**config.mk**
```make
export PLATFORM = sky130hd
export DESIGN_NAME = hv_reg_acc_ctrl
export DESIGN_NICKNAME = d
export VERILOG_FILES = /design/src/rtl/hv_reg_acc_ctrl.sv
export SDC_FILE = /design/constraint.sdc
export NUM_CORES = 1
export LEC_CHECK = 0
export ABC_AREA = 0
export BUFFER_PORTS_ARGS = -buffer_cell sky130_fd_sc_hd__buf_2
export CAP_MARGIN = 20
export CORE_MARGIN = 1.5
export CORE_UTILIZATION = 40
export CTS_CLUSTER_SIZE = 14
export DETAILED_ROUTE_END_ITERATION = 8
export PLACE_DENSITY = 0.74
export SYNTH_ARGS = -nofsm -noshare
export SYNTH_HDL_FRONTEND = slang
export SYNTH_SLANG_ARGS = --single-unit
```
**constraint.sdc**
```tcl
create_clock -name i_clk -period 1.35 [get_ports i_clk]
set_input_delay 0.27 -clock i_clk [delete_from_list [all_inputs] [get_ports i_clk]]
set_output_delay 0.27 -clock i_clk [all_outputs]
set_load 0.01 [all_outputs]
```
**src/rtl/hv_reg_acc_ctrl.sv**
```systemverilog
// hv_reg_acc_ctrl: rac_* register-access responder that commits writes and fetches reads.
// Build option HV_RAC_CRC_CHK_EN enables the CRC-8 check on write requests.
module hv_reg_acc_ctrl #(
  parameter int REG_AW    = 7,
  parameter int REG_DW    = 8,
  parameter int REG_CRC_W = 8,
  parameter int REG_NUM   = 96
) (
  input  logic                 i_clk,
  input  logic                 i_rst_n,
  input  logic                 i_rac_wr_req,
  input  logic                 i_rac_rd_req,
  input  logic [REG_AW-1:0]    i_rac_addr,
  input  logic [REG_DW-1:0]    i_rac_wdata,
  input  logic [REG_CRC_W-1:0] i_rac_wcrc,
  output logic                 o_rac_wack,
  output logic                 o_rac_rack,
  output logic [REG_DW-1:0]    o_rac_data,
  output logic [REG_AW-1:0]    o_rac_addr,
  output logic                 o_reg_wr_en,
  output logic                 o_reg_rd_en,
  output logic [REG_AW-1:0]    o_reg_addr,
  output logic [REG_DW-1:0]    o_reg_wdata,
  input  logic [REG_DW-1:0]    i_reg_rdata,
  output logic                 o_crc_err,
  output logic [7:0]           o_crc_err_cnt
);

  typedef enum logic [2:0] {
    IDLE   = 3'd0,
    WR     = 3'd1,
    RD     = 3'd2,
    RD_CAP = 3'd3,
    ACK    = 3'd4
  } state_t;

  localparam logic [REG_AW:0] NUM_LIM = (REG_AW + 1)'(REG_NUM);

  state_t state_r;
  logic   crc_bad_r;
  logic   rd_ok_r;
  logic   in_range_s;
  logic   crc_bad_s;

  assign in_range_s = ({1'b0, i_rac_addr} < NUM_LIM);

`ifdef HV_RAC_CRC_CHK_EN
  localparam int CRC_DW = 1 + REG_AW + REG_DW;
  localparam logic [REG_CRC_W-1:0] CRC_POLY = REG_CRC_W'(8'h07);

  // MSB-first CRC over {0, addr, wdata}; init 0, no reflection, no final XOR
  function automatic logic [REG_CRC_W-1:0] crc_calc(input logic [CRC_DW-1:0] word);
    logic [REG_CRC_W-1:0] crc;
    logic                 fb;
    crc = {REG_CRC_W{1'b0}};
    for (int i = CRC_DW - 1; i >= 0; i--) begin
      fb  = crc[REG_CRC_W-1] ^ word[i];
      crc = {crc[REG_CRC_W-2:0], 1'b0} ^ (fb ? CRC_POLY : {REG_CRC_W{1'b0}});
    end
    return crc;
  endfunction

  // CRC verdict on the live request, consumed only at the capture edge
  always_comb begin
    crc_bad_s = (crc_calc({1'b0, i_rac_addr, i_rac_wdata}) != i_rac_wcrc);
  end
`else
  wire unused_wcrc = ^i_rac_wcrc;

  // Without the check every write is treated as CRC-clean
  always_comb begin
    crc_bad_s = 1'b0;
  end
`endif

  // Transaction FSM; every rac/bank output is a register of this block
  always_ff @(posedge i_clk or negedge i_rst_n) begin
    if (!i_rst_n) begin
      state_r       <= IDLE;
      crc_bad_r     <= 1'b0;
      rd_ok_r       <= 1'b0;
      o_rac_wack    <= 1'b0;
      o_rac_rack    <= 1'b0;
      o_rac_data    <= {REG_DW{1'b0}};
      o_rac_addr    <= {REG_AW{1'b0}};
      o_reg_wr_en   <= 1'b0;
      o_reg_rd_en   <= 1'b0;
      o_reg_addr    <= {REG_AW{1'b0}};
      o_reg_wdata   <= {REG_DW{1'b0}};
      o_crc_err     <= 1'b0;
      o_crc_err_cnt <= 8'h00;
    end else begin
      o_reg_wr_en <= 1'b0;
      o_reg_rd_en <= 1'b0;
      o_rac_wack  <= 1'b0;
      o_rac_rack  <= 1'b0;
      o_crc_err   <= 1'b0;
      case (state_r)
        IDLE: begin
          if (i_rac_wr_req) begin
            state_r     <= WR;
            o_reg_addr  <= i_rac_addr;
            o_reg_wdata <= i_rac_wdata;
            o_reg_wr_en <= in_range_s & ~crc_bad_s;
            // Out-of-range writes never report a CRC error
            crc_bad_r   <= in_range_s & crc_bad_s;
          end else if (i_rac_rd_req) begin
            state_r     <= RD;
            o_reg_addr  <= i_rac_addr;
            o_reg_rd_en <= in_range_s;
            rd_ok_r     <= in_range_s;
          end else begin
            state_r <= IDLE;
          end
        end
        WR: begin
          state_r    <= ACK;
          o_rac_wack <= 1'b1;
          o_crc_err  <= crc_bad_r;
          if (crc_bad_r && (o_crc_err_cnt != 8'hFF)) begin
            o_crc_err_cnt <= o_crc_err_cnt + 8'h01;
          end else begin
            o_crc_err_cnt <= o_crc_err_cnt;
          end
        end
        RD: begin
          state_r <= RD_CAP;
        end
        RD_CAP: begin
          state_r    <= ACK;
          o_rac_rack <= 1'b1;
          o_rac_data <= rd_ok_r ? i_reg_rdata : {REG_DW{1'b0}};
          o_rac_addr <= o_reg_addr;
        end
        ACK: begin
          state_r <= IDLE;
        end
        default: begin
          state_r <= IDLE;
        end
      endcase
    end
  end

endmodule

```
==> Word level (Yosys, flattened, before mapping) <==
Cells that the tools add are included.
{ "totals": {"reg_bits": 38, "in_bits": 35, "output_inout_bits": 43, "word_cells": 34} }
{ "op_classes": {"n_lt_le_gt_ge": 1, "eq_ne": 3, "n_mux": 13, "bitwise": 1, "n_reduce_logical": 6} }
{ "op_table": {"columns": ["operator", "n"], "rows": [
  ["$mux W7", 2],
  ["$pmux W3 S3", 1],
  ["$mux W8", 1],
  ["$lt A7 B7 Y1 const B", 1],
  ["$mux W1", 7],
  ["$eq A3 B2 Y1 const B", 2],
  ["$mux W2", 2],
  ["$reduce_and A2 Y1", 2],
  ["$eq A3 B1 Y1 const B", 1],
  ["$logic_not A3 Y1", 1],
  ["$reduce_and A3 Y1", 1],
  ["$reduce_bool A2 Y1", 1],
  ["$reduce_or A2 Y1", 1],
  ["$not A1 Y1", 1]
]} }

==> Depth between registers and ports, before layout <==
Gate-level depths: netlist of run 1.
{ "logic_depth": {"ltp_word": 4, "mapped_depth": 4, "ltp_nobuf": 3} }

==> Worst setup path after synthesis of run 1 <==
Ideal clock, no wire load.
{ "synth_timing": {"kind": "register to register", "startpoint": "reg state_r[0]", "endpoint": "reg o_reg_wdata[0]", "setup_time_ps": 125, "arrival_ps": 1266, "required_time_ps": 1225, "path_slack_ps": -41, "stages_incl_launch_ff": 5, "path_buffers": 1, "synth_period_minus_slack_ps": 1391, "path_cell_list": "dfrtp_1 > nor3_4 > and2_4 > buf_6 > mux2_2"} }
{ "synth_via": {"elab_chain_cells": 2} }
{ "synth_rtl": {"columns": ["item", "line", "text"], "rows": [
  ["from (decl)", "39", "state_t state_r;"],
  ["from (signal assigned)", "79", "state_r <= IDLE;"],
  ["from (signal assigned)", "101", "state_r <= WR;"],
  ["from (signal assigned)", "108", "state_r <= RD;"],
  ["$logic_not A3 Y1", "98", "case (state_r)"],
  ["$reduce_and A2 Y1 (no source line)", null, null],
  ["to (signal assigned)", "89", "o_reg_wdata <= {REG_DW{1'b0}};"],
  ["to (signal assigned)", "103", "o_reg_wdata <= i_rac_wdata;"],
  ["to (decl)", "23", "output logic [REG_DW-1:0] o_reg_wdata,"]
]} }
Every way passes these cells.
A chain may end at the register's enable or synchronous reset.

==> Final worst setup path of run 1 <==
{ "layout_timing": {"startpoint": "reg state_r[0]", "endpoint": "reg o_reg_addr[2]"} }
{ "layout_via": {"elab_chain_cells": 2} }
{ "layout_rtl": {"columns": ["item", "line", "text"], "rows": [
  ["$logic_not A3 Y1", "98", null],
  ["$reduce_and A2 Y1 (no source line)", null, null],
  ["to (signal assigned)", "88", "o_reg_addr <= {REG_AW{1'b0}};"],
  ["to (signal assigned)", "102", "o_reg_addr <= i_rac_addr;"],
  ["to (signal assigned)", "109", "o_reg_addr <= i_rac_addr;"],
  ["to (decl)", "22", "output logic [REG_AW-1:0] o_reg_addr,"]
]} }
Every way passes these cells.

==> results.py, run 1 <==
metrics = {
    "sta": {
        "fin_crit_ns": 1.37,
        "fin_ws_ns": -0.0205,
        "clock.fmax_mhz": 730,
        "rsz0062_at_grt": "true",
        "tns_ns": -0.0725,
        "min_period_over_period": 1.02,
        "drv_slew": 0,
        "skew_ns": 0.00306,
        "final-setup-viol-count": 7,
        "hold_viol": 0,
    },
    "synth": {
        "synth_flop_cell": "dfrtp_1",
        "synth_area_um2": 1520,
        "ys_warn_count": 0,
        "netlist_top_cells_count": "dfrtp_1, mux2_2, nand2_1",
        "syn_inst": 116,
        "ys_ff_latch": 38,
        "async_reset_ff_frac": 1.00,
        "synth_most_common_cell": "dfrtp_1",
        "synth-edff-count": 0,
        "avgSynthCellArea_um2": 13.1,
        "synthDistinctLibCells": 20,
        "ys_top_cells_by_area": "dfrtp_1, mux2_2, buf_4, nand2_1, o21ai_0",
        "yosysTopAreaCellShare": 0.626,
        "seq_area_frac_synth": 0.626,
        "synth_top_area_cell": "dfrtp_1",
    },
    "global_route": {
        "grt_overflow": 0,
        "antenna_found_initial": 0,
        "grt_pass1_vias": 1060,
        "grt_pass1_wl_mm": 4.98,
        "grtUsageTotal": 0.157,
        "grt_max_degree": 25,
    },
    "floorplanning": {
        "num_io_pins": 78,
        "fp.dieW_um": 64.6,
        "num_rows": 22,
        "die_h_um": 64.6,
        "core_um2": 3660,
        "die_area_um2": 4180,
        "start_util": 0.415,
    },
    "pwr": {
        "vdd_ir_drop_max_mv": 1.16,
        "cellLeakagePower_nw": 1.10,
        "p_per_area_nw_per_um2": 2380,
        "power_w": 0.00484,
    },
    "drt": {
        "dr_total_vias": 1070,
        "wl_per_cell_um": 12.8,
        "ant_nets": 0,
        "dr.pass1.iters": 4,
        "drt_iter0_markers": 23,
        "drc": 0,
        "postRouteWirelength_mm": 2.99,
        "viasPerCell": 4.57,
    },
    "critical_path": {
        "critPathBufInv": 1,
        "endpoint_kind": "flop",
        "worst-path-max-fanout": 4,
        "cp_slowest_stage_delay_ns": 0.40,
        "timing.critical_path.arrival_ns": 1.53,
        "cp-start-kind": "flop",
        "cp_cell_sequence": "nor3_4 -> o21a_1 -> buf_6 -> mux2_4",
        "critPathTopFamily": "flip-flops",
        "path_class": "flop to flop",
        "required_ns": 1.51,
        "slowest_stage": "dfrtp_1",
    },
    "clock_network": {
        "clock-sinks": 38,
        "clk_latency_ns": 0.28,
        "numCtsBuffers": 5,
        "clkTransAtPathRegs_ns": 0.07,
        "cts_max_level": 2,
        "cts_tree": "done",
        "clk_path_buf_depth": 2,
        "root_buffer": "clkbuf_8",
        "cts_setup_buffers": 0,
    },
    "placed_design": {
        "dp_slack_ns": -0.0262,
        "dp_hpwl_mm": 2.10,
        "placedCellCount": 226,
        "place_congestion": 0.748,
        "portBuffers": 60,
    },
    "run": {
        "drv_cap": 0,
    },
    "run_status": {
        "status": "finished with violations",
        "violations": "setup timing",
    },
    "final_layout": {
        "layout.nets": 221,
        "syn_to_final_growth_pct": 34.2,
        "drive_gt1_frac": 0.527,
        "fillCellCount": 327,
        "seqCellArea_um2": 951,
        "multi_input_area_um2": 557,
        "antenna_cells": 0,
        "layout.cells.non_filler": 234,
    },
    "hold_path": {
        "hp-class": "input port to flop",
    },
}
## worst paths after layout
check                           slack, ns          start  cells after the start              to
worst min-delay path                 0.22  i_rac_addr[5]                      2     o_reg_rd_en
worst min register to register       0.47  o_rac_data[1]                      2   o_rac_data[1]
worst max register to register      -0.02     state_r[0]                      4   o_reg_addr[2]
min in group asynchronous            0.43        i_rst_n                      2   o_rac_addr[0]
worst max-delay path                -0.02     state_r[0]                      4   o_reg_addr[2]
max in group asynchronous            0.49        i_rst_n                      3  o_reg_wdata[2]
## state kept, by name, summed over array words and instances, names as in the netlist
register and count:
o_rac_addr 7, rd_ok_r 1, o_reg_wdata 8, o_rac_wack 1, o_reg_wr_en 1, o_reg_rd_en 1
o_reg_addr 7, o_rac_data 8, state_r 3, o_rac_rack 1
## layout by cell type, fill, tap and decap left out
cell type       n
o21a_1          1
buf_2          60
mux2_4         15
dlygate4sd3_1   1
inv_1           1
buf_12          1
nor2b_1         3
and2_4          1
nor2_1          2
nor3_4          1
nand3b_4        1
a21oi_1         2
conb_1          9
mux2_2          7
clkbuf_1        2
nor3_1          2
nand2_1        17
dfrtp_1        38
buf_4           5
buf_6           2
o21ai_0         8
a41oi_1         1
a21boi_0        1
clkbuf_8        5
## metal layers
| metal | GRT usage | wire [µm] | vias to the layer above |
|---|---|---|---|
| met5 | 0 | 0 | - |
| met3 | 0.0486 | 157 | 4 |
| li1 | - | - | 505 |
| met1 | 0.179 | 1220 | 523 |
| met2 | 0.290 | 1600 | 38 |
| met4 | 0.0319 | 19 | 0 |
## per-stage QoR
step / cell area [µm²] / util / hold slack, ns
floorplan: 1590 / - / -0.0256
global placement: 1910 / 0.523 / 0.200
detailed placement: 1910 / 0.523 / 0.197
CTS: 2040 / 0.557 / 0.202
global route: 2040 / 0.557 / 0.211
finish: 2040 / 0.557 / 0.216
## cell type report
class                      instances  share of cell area
sequential                        38               0.467
multi-input combinational         71               0.273
timing repair buffer              69               0.192
clock buffer                       7              0.0374
tap                               48              0.0295
inverter                           1             0.00184
## power breakdown
group / switching [W] / internal [W] / total (W)
combinational: 0.000943 / 0.00119 / 0.00213
sequential: 0.000330 / 0.00168 / 0.00201
clock: 0.000343 / 0.000355 / 0.000698
total: 0.00162 / 0.00323 / 0.00484
## logic make-up (layout without fill, tap and decap cells)
group / after synthesis / count (layout) / share of synthesized area
mux: 22 / 22 / 0.163
simple gates: 27 / 27 / 0.0898
other cells: 1 / 9 / 0.00247
compound gates: 13 / 13 / 0.0486
flops: 38 / 38 / 0.626
buf+inv: 15 / 77 / 0.0700
## what timing repair did
item	4_1_cts	5_1_grt
pin swaps	1	0
endpoints found under the setup margin	16	15
gates resized for setup	9	0
endpoints found under the hold margin	14	0
hold buffers	1	0
Power figures use the tool's default switching activity.
==> run 2: changes to the inputs <==
CORE_ASPECT_RATIO = 1.25   (was default)
==> run 2 against run 1 <==
  * The run ends with DRC, setup timing left
  * Via count grew 1.9%
  * Register-to-register slack got worse by 0.02 ns
  * Global-route usage rose by 2.1 points
  * First-iteration DRC count rose by 120%
  * Sequential share of layout area fell by 2.0 points
  * Sequential cell count did not move
  * Combinational power is 8% higher
  * Power increased by 8.3%
  * Critical path type unchanged
  * Non-clock buffer count up 2
  * Setup slack got worse by 0.018 ns
  * Worst hold slack got worse by 0.017 ns
  * Cell area is 4.4% higher
==> results.py, run 2 (synthesis gave the netlist of run 1 again) <==
metrics = {
    "run_status": {
        "status": "finished with violations",
        "violations": "DRC, setup timing",
    },
    "placed_design": {
        "portBuffers": 60,
        "dp_hpwl_mm": 2.33,
        "placed_cell_area_um2": 1920,
        "placedCellCount": 216,
        "dp_slack_ns": -0.0544,
        "place_congestion": 0.688,
    },
    "clock_network": {
        "clk_latency_ns": 0.29,
        "numCtsBuffers": 5,
        "clk_path_buf_depth": 2,
        "cts_tree": "done",
        "cts_max_level": 2,
        "clock-sinks": 38,
        "root_buffer": "clkbuf_8",
        "clkTransAtPathRegs_ns": 0.07,
    },
    "drt": {
        "dr.pass1.iters": 8,
        "ant_nets": 0,
        "postRouteWirelength_mm": 3.20,
        "dr_total_vias": 1090,
        "wl_per_cell_um": 14.0,
        "drc": 4,
        "drt_iter0_markers": 50,
        "viasPerCell": 4.78,
    },
    "final_layout": {
        "syn_to_final_growth_pct": 40.1,
        "fin_util": 0.596,
        "final_cell_mix": "buf_2, dfrtp_1, nand2_1",
        "top_regs": "o_rac_data (8), o_reg_wdata (8)",
        "final_common_cell": "buf_2",
        "drive_gt1_frac": 0.556,
        "design_area_um2": 2130,
        "layout.nets": 223,
        "antenna_cells": 0,
        "layout.cells.non_filler": 228,
    },
    "critical_path": {
        "regToRegStartpoint": "state_r[2]",
        "r2r_cells": 4,
        "regToRegEndpoint": "o_reg_addr[2]",
        "required_ns": 1.52,
        "cp-start-kind": "flop",
        "r2r_slack_ns": -0.04,
        "path_class": "flop to flop",
        "worst-path-max-fanout": 7,
        "timing.critical_path.arrival_ns": 1.56,
        "endpoint_kind": "flop",
    },
    "pwr": {
        "p_sw_w": 0.00171,
        "p_per_area_nw_per_um2": 2460,
        "p_int_w": 0.00354,
        "cellLeakagePower_nw": 1.15,
        "vdd_ir_drop_max_mv": 1.04,
        "p_seq_frac": 0.384,
        "p_sw_frac": 0.325,
        "share_comb_of_total_power": 0.439,
        "clkPwrFrac": 0.177,
    },
    "floorplanning": {
        "num_rows": 24,
        "die_h_um": 71.9,
        "die_area_um2": 4180,
        "num_io_pins": 78,
        "core_um2": 3570,
        "fp.dieW_um": 58.1,
        "start_util": 0.425,
    },
    "sta": {
        "drv_slew": 0,
        "clock.fmax_mhz": 720,
        "min_period_over_period": 1.03,
        "fin_crit_ns": 1.39,
        "skew_ns": 0.00436,
        "rsz0062_at_grt": "true",
        "fin_ws_ns": -0.0389,
        "final-setup-viol-count": 7,
        "hold_viol": 0,
        "holdWs_ns": 0.199,
    },
    "run": {
        "drv_cap": 0,
    },
    "global_route": {
        "grtUsageTotal": 0.178,
        "grt_max_degree": 23,
        "antenna_found_initial": 0,
        "grt_overflow": 0,
        "grt_pass1_vias": 1172,
        "grt_pass1_wl_mm": 5.58,
    },
    "hold_path": {
        "min_from": "i_rac_addr[5]",
        "whs_path_depth": 2,
        "whs_endpoint": "o_reg_rd_en",
        "hp-class": "input port to flop",
    },
}
-- run 2: cell type report --
| type | count | area, µm² |
|---|---|---|
| flip-flops and latches | 38 | 951 |
| multi-input cells | 71 | 568 |
| fillers | 316 | 1450 |
| clock inverters | 3 | 40.0 |
| well taps | 39 | 48.8 |
| inverters | 1 | 3.75 |
| clock buffers | 5 | 68.8 |
| repair buffers | 71 | 448 |
-- run 2: worst max path at each step --
stage               slack, ns              to       start  depth (start not counted)
CTS                     -0.03   o_reg_addr[1]  state_r[0]                          4
detailed placement      -0.05   o_reg_addr[1]  state_r[2]                          4
global route            -0.11   o_reg_addr[2]  state_r[2]                          4
floorplan               -0.02  o_reg_wdata[0]  state_r[2]                          4
global placement       -0.004   o_reg_addr[3]  state_r[2]                          4
finish                  -0.04   o_reg_addr[2]  state_r[2]                          4
-- run 2: timing repair --
action	in CTS	in global routing
endpoints found under the setup margin	11	19
hold endpoints to repair	16	0
gates resized for setup	7	6
gates cloned	1	0
pin swaps	1	1
buffers inserted	1	1
hold buffers	1	0
-- run 2: power groups by stage --
stage                     Sequential (W)  Combinational [W]  Clock (W)
after floorplan                  0.00224            0.00102          0
after global placement           0.00198            0.00199          0
after detailed placement         0.00203            0.00208          0
after CTS                        0.00202            0.00228   0.000954
after global routing             0.00209            0.00252    0.00100
final                            0.00201            0.00230   0.000929
-- run 2: stage by stage --
| stage | setup TNS (ns) | total power (W) |
|---|---|---|
| CTS | -0.191 | 0.00525 |
| global route | -1.18 | 0.00561 |
| detailed placement | -0.301 | 0.00411 |
| global placement | -0.0139 | 0.00398 |
| floorplan | -0.297 | 0.00326 |
| finish | -0.234 | 0.00524 |
-- run 2: per-layer routing --
layer | GRT usage | up-vias | part of all wire
li1 | - | 512 | -
met1 | 0.187 | 536 | 0.36
met2 | 0.330 | 35 | 0.57
met3 | 0.0446 | 7 | 0.051
met4 | 0.0775 | 0 | 0.020
met5 | 0 | - | 0
-- run 2: critical path, cell delays in order (launching register included) --
cell and delay, ns:
dfrtp_1 0.41, nor3_4 0.22, o21a_1 0.19, buf_12 0.14
mux2_4 0.30
==> run 3: changes to the inputs <==
==> constraint.sdc (replaced) <==
create_clock -name i_clk -period 1.35 [get_ports i_clk]
set_input_delay 0.27 -clock i_clk [delete_from_list [all_inputs] [get_ports i_clk]]
set_output_delay 0.27 -clock i_clk [all_outputs]
set_load 0.1 [all_outputs]
==> run 3 against run 2 <==
  * The flow still finishes with violations (DRC, setup timing)
  * Count of clock-buffer cells in the layout is 2 higher
  * Die area stayed put
  * Largest cell class unchanged
  * Global-route usage is 0.57 points lower
  * Sequential share of layout area is 2.6 points lower
  * Worst hold slack worse by 0.18 ns
  * Highest routed layer unchanged
  * Non-clock buffer count is 1 higher
  * Register-to-register slack worse by 0.02 ns
  * Cell count is 0.88% higher
  * First-iteration DRC count is 6.0% lower
==> results.py, run 3 (synthesis gave the netlist of run 1 again) <==
metrics = {
    "sta": {
        "min_period_over_period": 1.04,
        "fin_ws_ns": -0.0586,
        "final-setup-viol-count": 15,
        "fin_crit_ns": 1.41,
        "skew_ns": 0.00544,
        "holdWs_ns": 0.0218,
        "drv_slew": 0,
        "clock.fmax_mhz": 710,
        "hold_viol": 0,
        "rsz0062_at_grt": "true",
    },
    "clock_network": {
        "clock-sinks": 38,
        "clk_latency_ns": 0.28,
        "clkTransAtPathRegs_ns": 0.07,
        "root_buffer": "clkbuf_8",
        "clk_path_buf_depth": 2,
        "numCtsBuffers": 5,
        "cts_max_level": 2,
        "cts_hold_buf": 0,
        "cts_tree": "done",
    },
    "placed_design": {
        "place_congestion": 0.683,
        "portBuffers": 60,
        "dp_hpwl_mm": 2.39,
    },
    "drt": {
        "drc": 4,
        "route.met3.wl_um": 161,
        "drt_iter0_markers": 47,
        "wl_per_cell_um": 14.8,
        "viasPerCell": 4.87,
        "dr.pass1.iters": 6,
        "top_layer": "met4",
        "dr_total_vias": 1120,
        "postRouteWirelength_mm": 3.40,
        "dr_wl_met2_mm": 1.97,
        "ant_nets": 0,
        "route.layer.met1.wl_mm": 1.23,
    },
    "global_route": {
        "antenna_found_initial": 0,
        "grt_max_degree": 39,
        "grt_pass1_vias": 1130,
        "grt_overflow": 0,
        "grtUsageTotal": 0.172,
        "grt_pass1_wl_mm": 5.33,
    },
    "final_layout": {
        "layout.nets": 225,
        "final_cell_mix": "dfrtp_1, buf_2, clkbuf_4",
        "syn_to_final_growth_pct": 48.8,
        "antenna_cells": 0,
        "fin_util": 0.633,
        "final_common_cell": "dfrtp_1",
        "top_regs": "o_rac_data (8), o_reg_wdata (8)",
        "drive_gt1_frac": 0.550,
    },
    "critical_path": {
        "worst-path-max-fanout": 7,
        "required_ns": 1.52,
        "path_class": "flop to flop",
        "endpoint_kind": "flop",
        "cp-start-kind": "flop",
        "timing.critical_path.arrival_ns": 1.58,
    },
    "floorplanning": {
        "core_um2": 3570,
        "num_io_pins": 78,
        "start_util": 0.425,
        "die_area_um2": 4180,
        "die_h_um": 71.9,
        "num_rows": 24,
        "fp.dieW_um": 58.1,
    },
    "run": {
        "drv_cap": 0,
    },
    "run_status": {
        "violations": "DRC, setup timing",
        "status": "finished with violations",
    },
    "hold_path": {
        "hp-class": "input port to async pin",
    },
}
run 3: timing repair:
item	CTS	global route
gates resized for setup	11	20
setup endpoints to repair	14	34
pin swaps	1	2
setup buffers	1	3
cloned	1	1
run 3: per-layer routing:
layer / track usage / up-vias
met5: 0 / -
met4: 0.0698 / 0
met3: 0.0481 / 2
met2: 0.326 / 44
met1: 0.173 / 554
li1: - / 520
run 3: final timing paths:
kind,start,to,slack (ns),cells after the start
min,i_rst_n,o_reg_addr[4],0.02,2
min in group i_clk,i_rac_addr[5],o_reg_rd_en,0.19,2
max in group asynchronous,i_rst_n,rd_ok_r,1.00,2
max reg2reg,state_r[2],o_reg_addr[4],-0.06,4
min reg2reg,o_rac_data[6],o_rac_data[6],0.48,2
max,state_r[2],o_reg_addr[4],-0.06,4
run 3: layout make-up:
| type | instances | area (µm²) |
|---|---|---|
| Clock inverter | 1 | 5.00 |
| Tap cell | 39 | 48.8 |
| Clock buffer | 7 | 86.3 |
| Multi-Input combinational cell | 72 | 566 |
| Sequential cell | 38 | 951 |
| Timing Repair Buffer | 72 | 601 |
| Inverter | 1 | 3.75 |
| Fill cell | 295 | 1310 |
run 3: worst max-delay path, stage by stage (launching register included):
cell     delay [ns]
dfrtp_1        0.41
nor3_4         0.22
o21a_1         0.21
buf_12         0.15
mux2_4         0.30
run 3: metrics by stage:
step / setup WS, ns / instances / cell area, µm² / setup TNS, ns
2_1_floorplan: -0.0233 / 124 / 1590 / -0.311
3_3_place_gp: -0.00342 / 216 / 2010 / -0.00873
3_5_place_dp: -0.0762 / 216 / 2010 / -0.453
4_1_cts: -0.0524 / 226 / 2180 / -0.330
5_1_grt: -0.124 / 230 / 2260 / -1.77
6_report: -0.0586 / 230 / 2260 / -0.675
Power of run 3 is left out: the tool's default activity adds up to more than one toggle a clock period on the data nets, which glitch-free logic cannot reach.
